[src/rtl/reloj_pkg.sv]
// Shared constants for the clock mode/display controller:
// mode encodings, seven-segment glyphs and a counter-width helper.
package reloj_pkg;

  localparam logic [1:0] MODE_HORA      = 2'd0;
  localparam logic [1:0] MODE_AJ_HORA   = 2'd1;
  localparam logic [1:0] MODE_AJ_ALARMA = 2'd2;

  localparam logic [6:0] SEG_BLANK = 7'b1111111;
  localparam logic [6:0] SEG_ZERO  = 7'b0000001;
  localparam logic [6:0] SEG_ONE   = 7'b1001111;

  function automatic int cnt_w(input int n);
    return $clog2((n < 2) ? 2 : n);
  endfunction

endpackage

[src/rtl/reloj_mode_ctrl_if.sv]
// Button, source and display bundle for reloj_mode_ctrl.
// master: drives buttons/sources; slave: the controller.
interface reloj_mode_ctrl_if #(
  parameter int DIGITS = 4,
  parameter int SEG_W  = 7,
  parameter int N_SRC  = 3
);
  logic                            MODE_BTN;
  logic                            AUM;
  logic                            AUH;
  logic [N_SRC*DIGITS*SEG_W-1:0]   src_segs;
  logic [DIGITS*SEG_W-1:0]         disp;
  logic [1:0]                      modo;
  logic                            AJUSTH;
  logic                            AJUSTA;
  logic                            AUMM;
  logic                            AUMH;

  modport master (
    output MODE_BTN, AUM, AUH, src_segs,
    input  disp, modo, AJUSTH, AJUSTA, AUMM, AUMH
  );

  modport slave (
    input  MODE_BTN, AUM, AUH, src_segs,
    output disp, modo, AJUSTH, AJUSTA, AUMM, AUMH
  );
endinterface

[src/rtl/reloj_btn_repeat.sv]
// Edge detect + hold-to-repeat for one increment button.
// Ports: CLK, RST, clr (cancel hold), btn (level), pulse (comb).
module reloj_btn_repeat
  import reloj_pkg::*;
#(
  parameter int REPEAT_DLY = 25_000_000,
  parameter int REPEAT_PER = 5_000_000
) (
  input  logic CLK,
  input  logic RST,
  input  logic clr,
  input  logic btn,
  output logic pulse
);
  localparam int MAXC =
    (REPEAT_DLY > REPEAT_PER) ? REPEAT_DLY : REPEAT_PER;
  localparam int CW = cnt_w(MAXC);
  localparam logic [CW-1:0] DLY_T = CW'(REPEAT_DLY - 1);
  localparam logic [CW-1:0] PER_T = CW'(REPEAT_PER - 1);

  logic          prev;
  logic          act;
  logic          rep;
  logic [CW-1:0] cnt;
  logic          rise;
  logic          hit;

  assign rise  = btn & ~prev;
  // act drops on release or clr, so a cancelled hold
  // stays silent until the button is pressed again
  assign hit   = btn & act &
                 (cnt == (rep ? PER_T : DLY_T));
  assign pulse = rise | hit;

  always_ff @(posedge CLK) begin
    if (RST) begin
      prev <= 1'b0;
      act  <= 1'b0;
      rep  <= 1'b0;
      cnt  <= '0;
    end else begin
      prev <= btn;
      if (clr || !btn) begin
        act <= 1'b0;
        rep <= 1'b0;
        cnt <= '0;
      end else if (rise) begin
        act <= 1'b1;
        rep <= 1'b0;
        cnt <= '0;
      end else if (hit) begin
        rep <= 1'b1;
        cnt <= '0;
      end else if (act) begin
        cnt <= cnt + 1'b1;
      end
    end
  end
endmodule

[src/rtl/reloj_mode_ctrl.sv]
// Mode FSM, increment gating, source mux and adjust blink.
// Ports: CLK, RST, bus (slave side of reloj_mode_ctrl_if).
module reloj_mode_ctrl
  import reloj_pkg::*;
#(
  parameter int DIGITS     = 4,
  parameter int SEG_W      = 7,
  parameter int N_SRC      = 3,
  parameter int BLINK_HALF = 25_000_000,
  parameter int REPEAT_DLY = 25_000_000,
  parameter int REPEAT_PER = 5_000_000
) (
  input  logic                    CLK,
  input  logic                    RST,
  reloj_mode_ctrl_if.slave        bus
);
  localparam int DW = DIGITS * SEG_W;
  localparam int BW = cnt_w(BLINK_HALF);
  localparam logic [BW-1:0] BT = BW'(BLINK_HALF - 1);

  logic          mprev;
  logic          adv;
  logic [1:0]    modo_q;
  logic [1:0]    modo_n;
  logic          raw_m;
  logic          raw_h;
  logic          gate;
  logic          fire_m;
  logic          fire_h;
  logic          phase;
  logic [BW-1:0] bcnt;
  logic [DW-1:0] sel;
  logic [DW-1:0] rst_pat;
  logic [DW-1:0] disp_q;
  logic          ajh_q;
  logic          aja_q;
  logic          aumm_q;
  logic          aumh_q;

  assign adv = bus.MODE_BTN & ~mprev;

  always_comb begin
    modo_n = MODE_HORA;
    unique case (1'b1)
      (modo_q == MODE_HORA):
        modo_n = adv ? MODE_AJ_HORA : MODE_HORA;
      (modo_q == MODE_AJ_HORA):
        modo_n = adv ? MODE_AJ_ALARMA : MODE_AJ_HORA;
      (modo_q == MODE_AJ_ALARMA):
        modo_n = adv ? MODE_HORA : MODE_AJ_ALARMA;
      default:
        modo_n = MODE_HORA;
    endcase
  end

  reloj_btn_repeat #(
    .REPEAT_DLY(REPEAT_DLY),
    .REPEAT_PER(REPEAT_PER)
  ) u_rep_m (
    .CLK(CLK), .RST(RST), .clr(adv),
    .btn(bus.AUM), .pulse(raw_m)
  );

  reloj_btn_repeat #(
    .REPEAT_DLY(REPEAT_DLY),
    .REPEAT_PER(REPEAT_PER)
  ) u_rep_h (
    .CLK(CLK), .RST(RST), .clr(adv),
    .btn(bus.AUH), .pulse(raw_h)
  );

  assign gate   = (modo_q != MODE_HORA) & ~adv;
  assign fire_m = raw_m & gate;
  assign fire_h = raw_h & gate;

  // only sources 0..2 are reachable; encoding 3 shows source 0
  always_comb begin
    sel = bus.src_segs[0 +: DW];
    for (int s = 1; s < 3; s++) begin
      if (modo_q == 2'(s)) sel = bus.src_segs[s*DW +: DW];
    end
  end

  always_comb begin
    rst_pat = '0;
    for (int d = 0; d < DIGITS; d++) begin
      rst_pat[d*SEG_W +: SEG_W] =
        (d == 3) ? SEG_W'(SEG_ONE) : SEG_W'(SEG_ZERO);
    end
  end

  always_ff @(posedge CLK) begin
    if (RST) begin
      modo_q <= MODE_HORA;
      mprev  <= 1'b0;
      ajh_q  <= 1'b0;
      aja_q  <= 1'b0;
      aumm_q <= 1'b0;
      aumh_q <= 1'b0;
      phase  <= 1'b1;
      bcnt   <= '0;
      disp_q <= rst_pat;
    end else begin
      mprev  <= bus.MODE_BTN;
      modo_q <= modo_n;
      ajh_q  <= (modo_n == MODE_AJ_HORA);
      aja_q  <= (modo_n == MODE_AJ_ALARMA);
      aumm_q <= fire_m;
      aumh_q <= fire_h;
      disp_q <= phase ? sel : {DIGITS{SEG_W'(SEG_BLANK)}};
      // stepping or entering a mode restarts the on phase
      if (modo_q == MODE_HORA || adv || fire_m || fire_h) begin
        phase <= 1'b1;
        bcnt  <= '0;
      end else if (bcnt == BT) begin
        phase <= ~phase;
        bcnt  <= '0;
      end else begin
        bcnt <= bcnt + 1'b1;
      end
    end
  end

  assign bus.disp   = disp_q;
  assign bus.modo   = modo_q;
  assign bus.AJUSTH = ajh_q;
  assign bus.AJUSTA = aja_q;
  assign bus.AUMM   = aumm_q;
  assign bus.AUMH   = aumh_q;
endmodule

[src/flat_wrapper.sv]
// flat-port wrapper written by rule: the top's interface ports become plain ports
module reloj_mode_ctrl_flat import reloj_pkg::*;
#(
  parameter int DIGITS     = 4,
  parameter int SEG_W      = 7,
  parameter int N_SRC      = 3,
  parameter int BLINK_HALF = 25_000_000,
  parameter int REPEAT_DLY = 25_000_000,
  parameter int REPEAT_PER = 5_000_000
)
  (CLK, RST, bus_MODE_BTN, bus_AUM, bus_AUH, bus_src_segs, bus_disp, bus_modo, bus_AJUSTH, bus_AJUSTA, bus_AUMM, bus_AUMH);
  reloj_mode_ctrl_if #(.DIGITS(DIGITS), .SEG_W(SEG_W), .N_SRC(N_SRC)) bus_i ();
  input  logic CLK;
  input  logic RST;
  input wire logic [$bits(bus_i.MODE_BTN)-1:0] bus_MODE_BTN;
  input wire logic [$bits(bus_i.AUM)-1:0] bus_AUM;
  input wire logic [$bits(bus_i.AUH)-1:0] bus_AUH;
  input wire logic [$bits(bus_i.src_segs)-1:0] bus_src_segs;
  output wire logic [$bits(bus_i.disp)-1:0] bus_disp;
  output wire logic [$bits(bus_i.modo)-1:0] bus_modo;
  output wire logic [$bits(bus_i.AJUSTH)-1:0] bus_AJUSTH;
  output wire logic [$bits(bus_i.AJUSTA)-1:0] bus_AJUSTA;
  output wire logic [$bits(bus_i.AUMM)-1:0] bus_AUMM;
  output wire logic [$bits(bus_i.AUMH)-1:0] bus_AUMH;
  assign bus_i.MODE_BTN = bus_MODE_BTN;
  assign bus_i.AUM = bus_AUM;
  assign bus_i.AUH = bus_AUH;
  assign bus_i.src_segs = bus_src_segs;
  assign bus_disp = bus_i.disp;
  assign bus_modo = bus_i.modo;
  assign bus_AJUSTH = bus_i.AJUSTH;
  assign bus_AJUSTA = bus_i.AJUSTA;
  assign bus_AUMM = bus_i.AUMM;
  assign bus_AUMH = bus_i.AUMH;
  reloj_mode_ctrl #(.DIGITS(DIGITS), .SEG_W(SEG_W), .N_SRC(N_SRC), .BLINK_HALF(BLINK_HALF), .REPEAT_DLY(REPEAT_DLY), .REPEAT_PER(REPEAT_PER)) u_core (.CLK(CLK), .RST(RST), .bus(bus_i));
endmodule
[config.mk]
export PLATFORM = sky130hd
export DESIGN_NAME = reloj_mode_ctrl_flat
export DESIGN_NICKNAME = d
export VERILOG_FILES = /design/src/rtl/reloj_pkg.sv /design/src/rtl/reloj_mode_ctrl_if.sv /design/src/rtl/reloj_btn_repeat.sv /design/src/rtl/reloj_mode_ctrl.sv /design/src/flat_wrapper.sv
export SDC_FILE = /design/constraint.sdc
export NUM_CORES = 1
export LEC_CHECK = 0
export CAP_MARGIN = 20
export CORE_MARGIN = 4
export CORE_UTILIZATION = 55
export DETAILED_ROUTE_END_ITERATION = 8
export GPL_TIMING_DRIVEN = 0
export MAX_ROUTING_LAYER = met4
export PLACE_DENSITY_LB_ADDON = 0.12
export SYNTH_ARGS = -nofsm -noshare
export SYNTH_HDL_FRONTEND = slang
export SYNTH_SLANG_ARGS = --single-unit
[constraint.sdc]
create_clock -name CLK -period 6.99 [get_ports CLK]
set_input_delay 2.097 -clock CLK [delete_from_list [all_inputs] [get_ports CLK]]
set_output_delay 2.097 -clock CLK [all_outputs]
set_load 0.005 [all_outputs]
==> run_results.csv, run 1 <==
group,metric,value,unit
status,run_status,"complete, no violations",
power_and_ir_drop,swShare,0.221,
placement,place_inst,876,
worst_setup_path,start_kind,"primary input",
final_layout,areaGrowthSynthToFinish,34.5,%
power_and_ir_drop,p_switching,0.362,mW
timing,slew_violations,0,
final_layout,nets,855,
clock_network,cts_tree,"done",
logic_synthesis,synth_edf_count,0,
floorplan,start_util,0.565,
timing,fin_crit,4.40,ns
logic_synthesis,netlist_instances,620,
grt,grt_pass1_vias,4930,
clock_network,clockRootBuffer,"clkbuf_8",
floorplan,die_y,108,um
logic_synthesis,ys_top_cells_by_area,"dfxtp_1, xor2_1, mux2_2",
clock_network,cts_sinks,117,
worst_setup_path,crit_family,"simple AND/OR/NAND/NOR gates",
worst_setup_path,r2r-end,"u_core.bcnt[9]",
timing,slew_headroom,0.284,
worst_setup_path,path_class,"primary input to flip-flop",
power_and_ir_drop,leakage,2.51,nW
timing,rsz0062_at_grt,"no",
clock_network,ctsLongestPathBuffers,2,
floorplan,core_area,9820,sq um
floorplan,ioPinCount,123,
clock_network,htreeDepth,4,
logic_synthesis,synth_area,5550,sq um
floorplan,num_rows,36,
worst_setup_path,cp_max_fo,10,
worst_setup_path,worst-path-buf-inv,2,
logic_synthesis,ys_seq_elements,117,
worst_setup_path,worstPathCellList,"clkdlybuf4s50_1 -> or4b_2 -> nor4_1 -> o2111ai_1 -> nand3_1 -> clkbuf_1 -> nor3_1",
logic_synthesis,ys_warn_count,0,
logic_synthesis,avgSynthCellArea,8.95,sq um
placement,place_hpwl,10100,um
worst_setup_path,end_kind,"flip-flop",
clock_network,clock_latency,0.52,ns
worst_setup_path,cpPeakStageDelay,0.61,ns
grt,grt_max_degree,17,
grt,grt_first_pass_wirelength,22600,um
routing,vias_per_cell,5.40,
logic_synthesis,yosysSeqAreaShare,0.422,
worst_setup_path,crit_slowest_cell,"or4b_2",
clock_network,path_clk_slew,0.05,ns
logic_synthesis,async_flop_share,0,
job,maxCapViolCount,0,
clock_network,cts_buffers,17,
logic_synthesis,yosys-top-cells-count,"dfxtp_1, nand2_1, nor2_1",
grt,antenna_found_initial,0,
timing,setup-tns-final,0,ns
hold_path,min_from,"u_core.u_rep_h.prev",
worst_setup_path,ff2ff_path_depth,6,
worst_setup_path,reg2reg_slack,4.36,ns
hold_path,worstHoldPathType,"flip-flop to flip-flop",
timing,setup_viol,0,
routing,drt-total-wl,13800,um
clock_network,holdBufCountCts,0,
routing,avgRoutedWirePerCell,15.2,um
timing,fin_crit_sh,0.629,
clock_network,cts_resized,0,
power_and_ir_drop,seqPwrFrac,0.426,
timing,finalHoldViolCount,0,
final_layout,antenna_cells,0,
power_and_ir_drop,power_per_cell_area,219,nW/um^2
logic_synthesis,synth_cell_type_count,42,
hold_path,hold_end,"u_core.u_rep_h.act",
routing,ant_nets,0,
worst_setup_path,cp.arrival,4.78,ns
power_and_ir_drop,clkPwrFrac,0.457,
timing,fmax,227,MHz
worst_setup_path,reg2reg_from,"u_core.u_rep_h.cnt[7]",
placement,placed_area,6940,sq um
grt,grt_usage,0.252,
routing,drtPass1Iterations,5,
logic_synthesis,yosys.cell_count.top_type,"dfxtp_1",
power_and_ir_drop,internal_power,1.27,mW
floorplan,die_w,108,um
logic_synthesis,yosysTopAreaCell,"dfxtp_1",
routing,first_iter_violations,177,
timing,tightest_slew,1.06,ns
final_layout,drive_above_1_share,0.0970,
logic_synthesis,syn_nets,712,
clock_network,cts_setup_buffers,0,
power_and_ir_drop,ir_drop,0.124,mV
final_layout,fin_cells,906,
hold_path,worstHoldPathCells,1,
timing,skew,0.00721,ns
floorplan,die_area,11800,sq um
final_layout,design_area,7460,sq um
logic_synthesis,synth_ff_type,"dfxtp_1",
logic_synthesis,yosys.area.top_type_share,0.422,
worst_setup_path,required,7.38,ns
placement,gp_congestion,0.858,
grt,grt-ovfl-total,0,
final_layout,final_core_util,0.760,
routing,vias,4891,
routing,drcViolationCount,0,
placement,portBuffers,122,
power_and_ir_drop,pwr-share-comb,0.117,
-- sequential cells by signal, indices dropped and copies added (netlist names) --
| register | count |
|---|---|
| u_core.bcnt | 25 |
| u_core.bus.AJUSTA | 1 |
| u_core.bus.AJUSTH | 1 |
| u_core.bus.AUMH | 1 |
| u_core.bus.AUMM | 1 |
| u_core.bus.disp | 28 |
| u_core.bus.modo | 2 |
| u_core.mprev | 1 |
| u_core.phase | 1 |
| u_core.u_rep_h.act | 1 |
| u_core.u_rep_h.cnt | 25 |
| u_core.u_rep_h.prev | 1 |
| u_core.u_rep_h.rep | 1 |
| u_core.u_rep_m.act | 1 |
| u_core.u_rep_m.cnt | 25 |
| u_core.u_rep_m.prev | 1 |
| u_core.u_rep_m.rep | 1 |
-- stage by stage --
step | total power, mW | hold WS, ns | setup WS [ns]
4_1_cts | 1.65 | 0.454 | 2.63
2_1_floorplan | 0.787 | 0.421 | 3.03
3_5_place_dp | 0.899 | 0.444 | 2.12
5_1_grt | 1.69 | 0.479 | 2.39
6_report | 1.64 | 0.454 | 2.59
3_3_place_gp | 0.896 | 0.433 | 2.19
-- final cells by class --
cell class / instances / area (sq um)
tap: 133 / 166
fill: 736 / 2360
buffer: 34 / 193
timing repair buffer: 124 / 1230
sequential: 117 / 2340
clock inverter: 5 / 25.0
clock buffer: 24 / 490
multi-input combinational: 461 / 2980
inverter: 8 / 30.0
-- power groups by stage --
stage,sequential (mW),clock (mW),combinational [mW]
detailed placement,0.710,0,0.189
floorplan,0.711,0,0.0762
global route,0.698,0.788,0.207
finish,0.697,0.748,0.191
global placement,0.710,0,0.187
CTS,0.697,0.759,0.191
-- metal layers --
metal / share of wire / vias up / track usage
li1: - / 2441 / -
met1: 0.42 / 2251 / 0.277
met2: 0.49 / 172 / 0.420
met3: 0.073 / 27 / 0.0854
met4: 0.021 / 0 / 0.0956
met5: 0 / - / -
-- worst max-delay path by stage --
stage,startpoint,to,cells after the start,slack [ns]
finish,bus_AUH,u_core.bcnt[9],7,2.59
global placement,bus_AUH,u_core.bcnt[21],7,2.19
global route,bus_AUH,u_core.bcnt[19],7,2.39
floorplan,bus_AUM,u_core.bcnt[17],7,3.03
CTS,bus_AUH,u_core.bcnt[9],7,2.63
detailed placement,bus_AUH,u_core.bcnt[24],7,2.12
-- placed cells by master (no fill, tap or decap), types with 8 or more instances in the layout --
cell type / synthesis / routed
nand4_1: 25 / 25
inv_1: 8 / 8
nor3_1: 32 / 32
clkbuf_1: 20 / 22
nor2_1: 63 / 63
o21ai_0: 30 / 30
and3_1: 8 / 8
nand3_1: 29 / 29
dfxtp_1: 117 / 117
mux2i_1: 30 / 30
mux2_2: 28 / 28
xnor2_1: 19 / 19
clkdlybuf4s50_1: 0 / 122
clkbuf_16: 0 / 16
xor2_1: 54 / 54
nand2_1: 64 / 64
a21oi_1: 26 / 26
-- cells by family (layout without fill, tap and decap cells) --
family                   after synthesis  after routing  share of synthesized area
multiplexers                          58             58                      0.111
XOR/XNOR                              73             73                      0.115
AND/OR/NAND/NOR                      267            267                      0.244
AO/OA/AOI/OAI                         60             60                     0.0604
buffers and inverters                 42            195                     0.0401
adder cells (fa/ha/maj)                3              3                    0.00677
flip-flops                           117            117                      0.422
No activity file was read; power rests on OpenSTA's default activity.
==> run 2: changes to the inputs <==
- CORE_UTILIZATION: 55 -> 51
- clock period: 6.99 -> 4.19 ns (I/O delays scaled with it)
==> run 2 against run 1 <==
  * Cell count is 0.88% higher
  * Flip-flop and latch count stayed put
  * Register-to-register slack worse by 2.8 ns
  * Critical path depth stayed put
  * Sequential power is 66% higher
  * Via count is 1.6% higher
  * First-iteration DRC count is 55% higher
  * Power is 78% higher
  * Critical path type unchanged
  * Largest cell class unchanged
==> run_results.csv, run 2 (synthesized netlist as in run 1, its figures left out) <==
group,metric,value,unit
power_and_ir_drop,power_per_cell_area,385,nW/um^2
placement,place_hpwl,10800,um
final_layout,layout_common_cells,"clkdlybuf4s50_1, dfxtp_1, nand2_1",
grt,grt_first_pass_wirelength,24400,um
clock_network,ctsLongestPathBuffers,2,
worst_setup_path,start_kind,"primary input",
floorplan,die_area,12600,sq um
worst_setup_path,ff2ff_path_depth,7,
clock_network,cts_resized,0,
floorplan,die_y,112,um
timing,skew,0.00522,ns
clock_network,cts_buffers,17,
power_and_ir_drop,swShare,0.219,
floorplan,start_util,0.530,
placement,gp_congestion,0.877,
status,run_status,"complete, no violations",
power_and_ir_drop,p_switching,0.636,mW
worst_setup_path,worst-path-buf-inv,2,
placement,portBuffers,122,
worst_setup_path,cpPeakStageDelay,0.61,ns
worst_setup_path,reg2reg_slack,1.55,ns
routing,drtPass1Iterations,4,
clock_network,cts_tree,"done",
final_layout,nets,857,
job,maxCapViolCount,0,
power_and_ir_drop,pwr-share-comb,0.111,
worst_setup_path,worstPathCellList,"clkdlybuf4s50_1 -> or4b_2 -> nor4_1 -> o2111ai_1 -> nand3_1 -> clkbuf_1 -> nor3_1",
final_layout,antenna_cells,0,
hold_path,min_from,"u_core.u_rep_h.prev",
floorplan,ioPinCount,123,
final_layout,drive_above_1_share,0.104,
routing,drcViolationCount,0,
routing,drt-total-wl,14600,um
power_and_ir_drop,leakage,2.55,nW
timing,fin_crit,3.53,ns
timing,finalHoldViolCount,0,
floorplan,die_w,112,um
floorplan,num_rows,37,
routing,first_iter_violations,275,
power_and_ir_drop,seqPwrFrac,0.399,
timing,slew_headroom,0.427,
final_layout,largest_reg_flops,28,
worst_setup_path,crit_family,"simple AND/OR/NAND/NOR gates",
clock_network,htreeDepth,4,
power_and_ir_drop,internal_power,2.27,mW
worst_setup_path,path_class,"primary input to flip-flop",
timing,rsz0062_at_grt,"no",
routing,avgRoutedWirePerCell,16.0,um
routing,ant_nets,0,
clock_network,path_clk_slew,0.06,ns
power_and_ir_drop,clkPwrFrac,0.490,
clock_network,clock_latency,0.51,ns
worst_setup_path,cp.arrival,3.91,ns
routing,vias_per_cell,5.44,
timing,fmax,283,MHz
timing,fin_crit_sh,0.843,
final_layout,areaGrowthSynthToFinish,36.2,%
worst_setup_path,end_kind,"flip-flop",
timing,setup_viol,0,
final_layout,final_common_cell,"clkdlybuf4s50_1",
grt,grt_usage,0.242,
worst_setup_path,required,4.56,ns
final_layout,fin_cells,914,
clock_network,cts_setup_buffers,0,
clock_network,cts_sinks,117,
worst_setup_path,reg2reg_from,"u_core.u_rep_h.act",
clock_network,holdBufCountCts,0,
worst_setup_path,cp_max_fo,10,
grt,antenna_found_initial,0,
timing,slew_violations,0,
grt,grt_max_degree,17,
timing,tightest_slew,0.853,ns
placement,place_inst,879,
worst_setup_path,crit_slowest_cell,"or4b_2",
worst_setup_path,r2r-end,"u_core.bcnt[20]",
timing,setup-tns-final,0,ns
clock_network,clockRootBuffer,"clkbuf_8",
grt,grt-ovfl-total,0,
hold_path,worstHoldPathType,"flip-flop to flip-flop",
hold_path,worstHoldPathCells,1,
grt,grt_pass1_vias,5211,
routing,vias,4971,
floorplan,core_area,10500,sq um
hold_path,hold_end,"u_core.u_rep_h.act",
power_and_ir_drop,ir_drop,0.293,mV
-- run 2: power groups by stage --
stage	combinational, mW	clock [mW]	sequential (mW)
after floorplan	0.127	0	1.19
after global placement	0.314	0	1.18
after detailed placement	0.319	0	1.18
after CTS	0.323	1.44	1.16
after global routing	0.348	1.48	1.16
final	0.322	1.43	1.16
-- run 2: per-stage QoR --
stage | hold slack (ns) | setup slack [ns] | area [sq um] | power, mW | util
6_report | 0.448 | 0.656 | 7550 | 2.91 | 0.722
5_1_grt | 0.478 | 0.501 | 7550 | 3.00 | 0.722
4_1_cts | 0.449 | 0.671 | 7540 | 2.92 | 0.721
3_5_place_dp | 0.437 | 0.129 | 6940 | 1.50 | 0.664
3_3_place_gp | 0.434 | 0.184 | 6940 | 1.50 | 0.663
2_1_floorplan | 0.421 | 1.07 | 5550 | 1.31 | -
-- run 2: metal layers --
metal | routed length, um | part of all wire | vias to the layer above | GRT usage
met3 | 858 | 0.059 | 26 | 0.0642
met5 | 0 | 0 | - | -
met1 | 6100 | 0.42 | 2356 | 0.272
met4 | 333 | 0.023 | 0 | 0.0921
met2 | 7290 | 0.50 | 140 | 0.413
li1 | - | - | 2449 | -
-- run 2: cell type report --
| type | count | area [sq um] |
|---|---|---|
| inverter | 8 | 30.0 |
| clock buffer | 24 | 500 |
| multi-input combinational | 461 | 2980 |
| timing repair buffer | 126 | 1240 |
| tap | 136 | 170 |
| fill | 805 | 2910 |
| sequential | 117 | 2340 |
| buffer | 34 | 193 |
| clock inverter | 8 | 95.1 |
-- run 2: worst max path at each step --
stage,slack (ns),to,depth (start not counted),start
after CTS,0.67,u_core.bcnt[20],7,bus_AUH
after global placement,0.18,u_core.bcnt[19],7,bus_AUH
after detailed placement,0.13,u_core.bcnt[20],7,bus_AUH
after global routing,0.50,u_core.bcnt[19],7,bus_AUH
final,0.66,u_core.bcnt[20],7,bus_AUH
after floorplan,1.07,u_core.bcnt[17],7,bus_AUM
==> run 3: changes to the inputs <==
- clock period: 4.19 -> 3.4 ns (I/O delays scaled with it)
==> run 3 against run 2 <==
  * Flip-flop and latch count did not move
  * Worst setup slack got worse by 0.44 ns
  * Non-clock buffer count did not move
  * Utilization rose by 0.084 points
  * Clock skew barely moved
  * Register-to-register slack got worse by 0.65 ns
  * Clock power rose by 23%
  * Hold slack got worse by 0.0030 ns
  * Critical path type unchanged
==> run_results.csv, run 3 (synthesized netlist as in run 1, its figures left out) <==
group,metric,value,unit
grt,grt-ovfl-total,0,
power_and_ir_drop,power_per_cell_area,475,nW/um^2
timing,skew,0.00570,ns
clock_network,clock_latency,0.51,ns
floorplan,core_area,10500,sq um
timing,fmax,314,MHz
final_layout,antenna_cells,0,
power_and_ir_drop,p_switching,0.787,mW
routing,drt-total-wl,14600,um
placement,portBuffers,122,
worst_setup_path,reg2reg_from,"u_core.u_rep_h.cnt[7]",
worst_setup_path,start_kind,"primary input",
grt,grt_max_degree,17,
worst_setup_path,required,3.80,ns
routing,vias,4977,
placement,gp_congestion,0.877,
grt,grt_pass1_vias,5211,
routing,vias_per_cell,5.45,
hold_path,worstHoldPathType,"flip-flop to flip-flop",
clock_network,ctsLongestPathBuffers,2,
routing,drcViolationCount,0,
final_layout,final_common_cell,"clkdlybuf4s50_1",
floorplan,die_y,112,um
routing,ant_nets,0,
floorplan,ioPinCount,123,
placement,place_hpwl,10800,um
clock_network,htreeDepth,4,
floorplan,num_rows,37,
floorplan,die_w,112,um
power_and_ir_drop,pwr-share-comb,0.111,
worst_setup_path,cp_max_fo,10,
final_layout,areaGrowthSynthToFinish,36.3,%
timing,slew_violations,0,
clock_network,path_clk_slew,0.06,ns
status,run_status,"complete, no violations",
worst_setup_path,ff2ff_path_depth,7,
final_layout,final_core_util,0.723,
timing,slew_headroom,0.431,
floorplan,die_area,12600,sq um
final_layout,nets,857,
power_and_ir_drop,leakage,2.56,nW
clock_network,cts_buffers,17,
hold_path,hold_end,"u_core.u_rep_h.act",
final_layout,n_fill_cell,805,
timing,fin_crit_sh,0.936,
timing,fin_crit,3.18,ns
hold_path,worstHoldPathCells,1,
power_and_ir_drop,ir_drop,0.361,mV
timing,rsz0062_at_grt,"no",
final_layout,layout_common_cells,"clkdlybuf4s50_1, dfxtp_1, nand2_1",
worst_setup_path,end_kind,"flip-flop",
timing,tightest_slew,0.847,ns
final_layout,largest_reg_flops,28,
timing,setup-tns-final,0,ns
worst_setup_path,cp.arrival,3.58,ns
floorplan,start_util,0.530,
final_layout,seqCellArea,2340,sq um
grt,antenna_found_initial,0,
final_layout,design_area,7560,sq um
clock_network,cts_sinks,117,
worst_setup_path,r2r-end,"u_core.u_rep_h.cnt[20]",
routing,first_iter_violations,289,
worst_setup_path,path_class,"primary input to flip-flop",
routing,drtPass1Iterations,4,
hold_path,min_from,"u_core.u_rep_h.prev",
clock_network,holdBufCountCts,0,
power_and_ir_drop,seqPwrFrac,0.399,
timing,setup_viol,0,
job,maxCapViolCount,0,
grt,grt_usage,0.242,
clock_network,clockRootBuffer,"clkbuf_8",
power_and_ir_drop,internal_power,2.80,mW
routing,avgRoutedWirePerCell,16.0,um
grt,grt_first_pass_wirelength,24400,um
timing,finalHoldViolCount,0,
final_layout,multi_input_area,2990,sq um
power_and_ir_drop,clkPwrFrac,0.490,
placement,placed_area,6940,sq um
worst_setup_path,reg2reg_slack,0.90,ns
clock_network,cts_tree,"done",
final_layout,drive_above_1_share,0.108,
power_and_ir_drop,swShare,0.219,
clock_network,cts_setup_buffers,0,
==> run 3: power groups by stage <==
stage	clock (mW)	combinational [mW]	sequential (mW)
finish	1.76	0.397	1.43
CTS	1.77	0.398	1.43
global placement	0	0.386	1.46
global route	1.83	0.430	1.44
floorplan	0	0.157	1.46
detailed placement	0	0.393	1.46
==> run 3: per-stage QoR <==
step / setup slack (ns) / std cells / hold WS, ns / total power [mW]
final: 0.217 / 914 / 0.445 / 3.59
after global routing: 0.00513 / 914 / 0.478 / 3.69
after CTS: 0.118 / 911 / 0.449 / 3.60
after detailed placement: -0.424 / 879 / 0.437 / 1.85
after global placement: -0.369 / 878 / 0.434 / 1.85
after floorplan: 0.514 / 620 / 0.421 / 1.62
==> run 3: worst max-delay path: stages <==
cell and delay, ns:
clkdlybuf4s50_1 0.59, or4b_2 0.61, nor4_1 0.33, o2111ai_2 0.26, nand2b_1 0.16, clkbuf_1 0.25, buf_2 0.28, nor2_1 0.08
==> run 3: how the worst max path moves through the flow <==
stage                                   endpoint     from  depth (start not counted)  slack (ns)
after global routing      u_core.u_rep_h.cnt[18]  bus_AUH                          8       0.005
after detailed placement         u_core.bcnt[20]  bus_AUH                          7       -0.42
after global placement           u_core.bcnt[19]  bus_AUH                          7       -0.37
final                     u_core.u_rep_h.cnt[20]  bus_AUH                          8        0.22
after CTS                        u_core.bcnt[20]  bus_AUH                          7        0.12
after floorplan                  u_core.bcnt[17]  bus_AUM                          7        0.51
==> run 3: cell type report <==
class                      count  area share
tap                          136      0.0225
inverter                       8     0.00397
timing repair buffer         126       0.164
multi-input combinational    461       0.395
clock inverter                 8      0.0126
buffer                        34      0.0258
sequential                   117       0.310
clock buffer                  24      0.0662
==> run 3: routing by layer <==
layer	GRT usage	up-vias	routed length [um]	share of wire
met5	-	-	0	0
met4	0.0921	0	369	0.025
met3	0.0642	28	890	0.061
met2	0.413	151	7330	0.50
met1	0.272	2354	6020	0.41
li1	-	2444	-	-
==> run 3: timing repair <==
action | 4_1_cts | 5_1_grt
endpoints found under the setup margin | 0 | 19
hold endpoints to repair | 0 | 0
resized for setup | 0 | 5
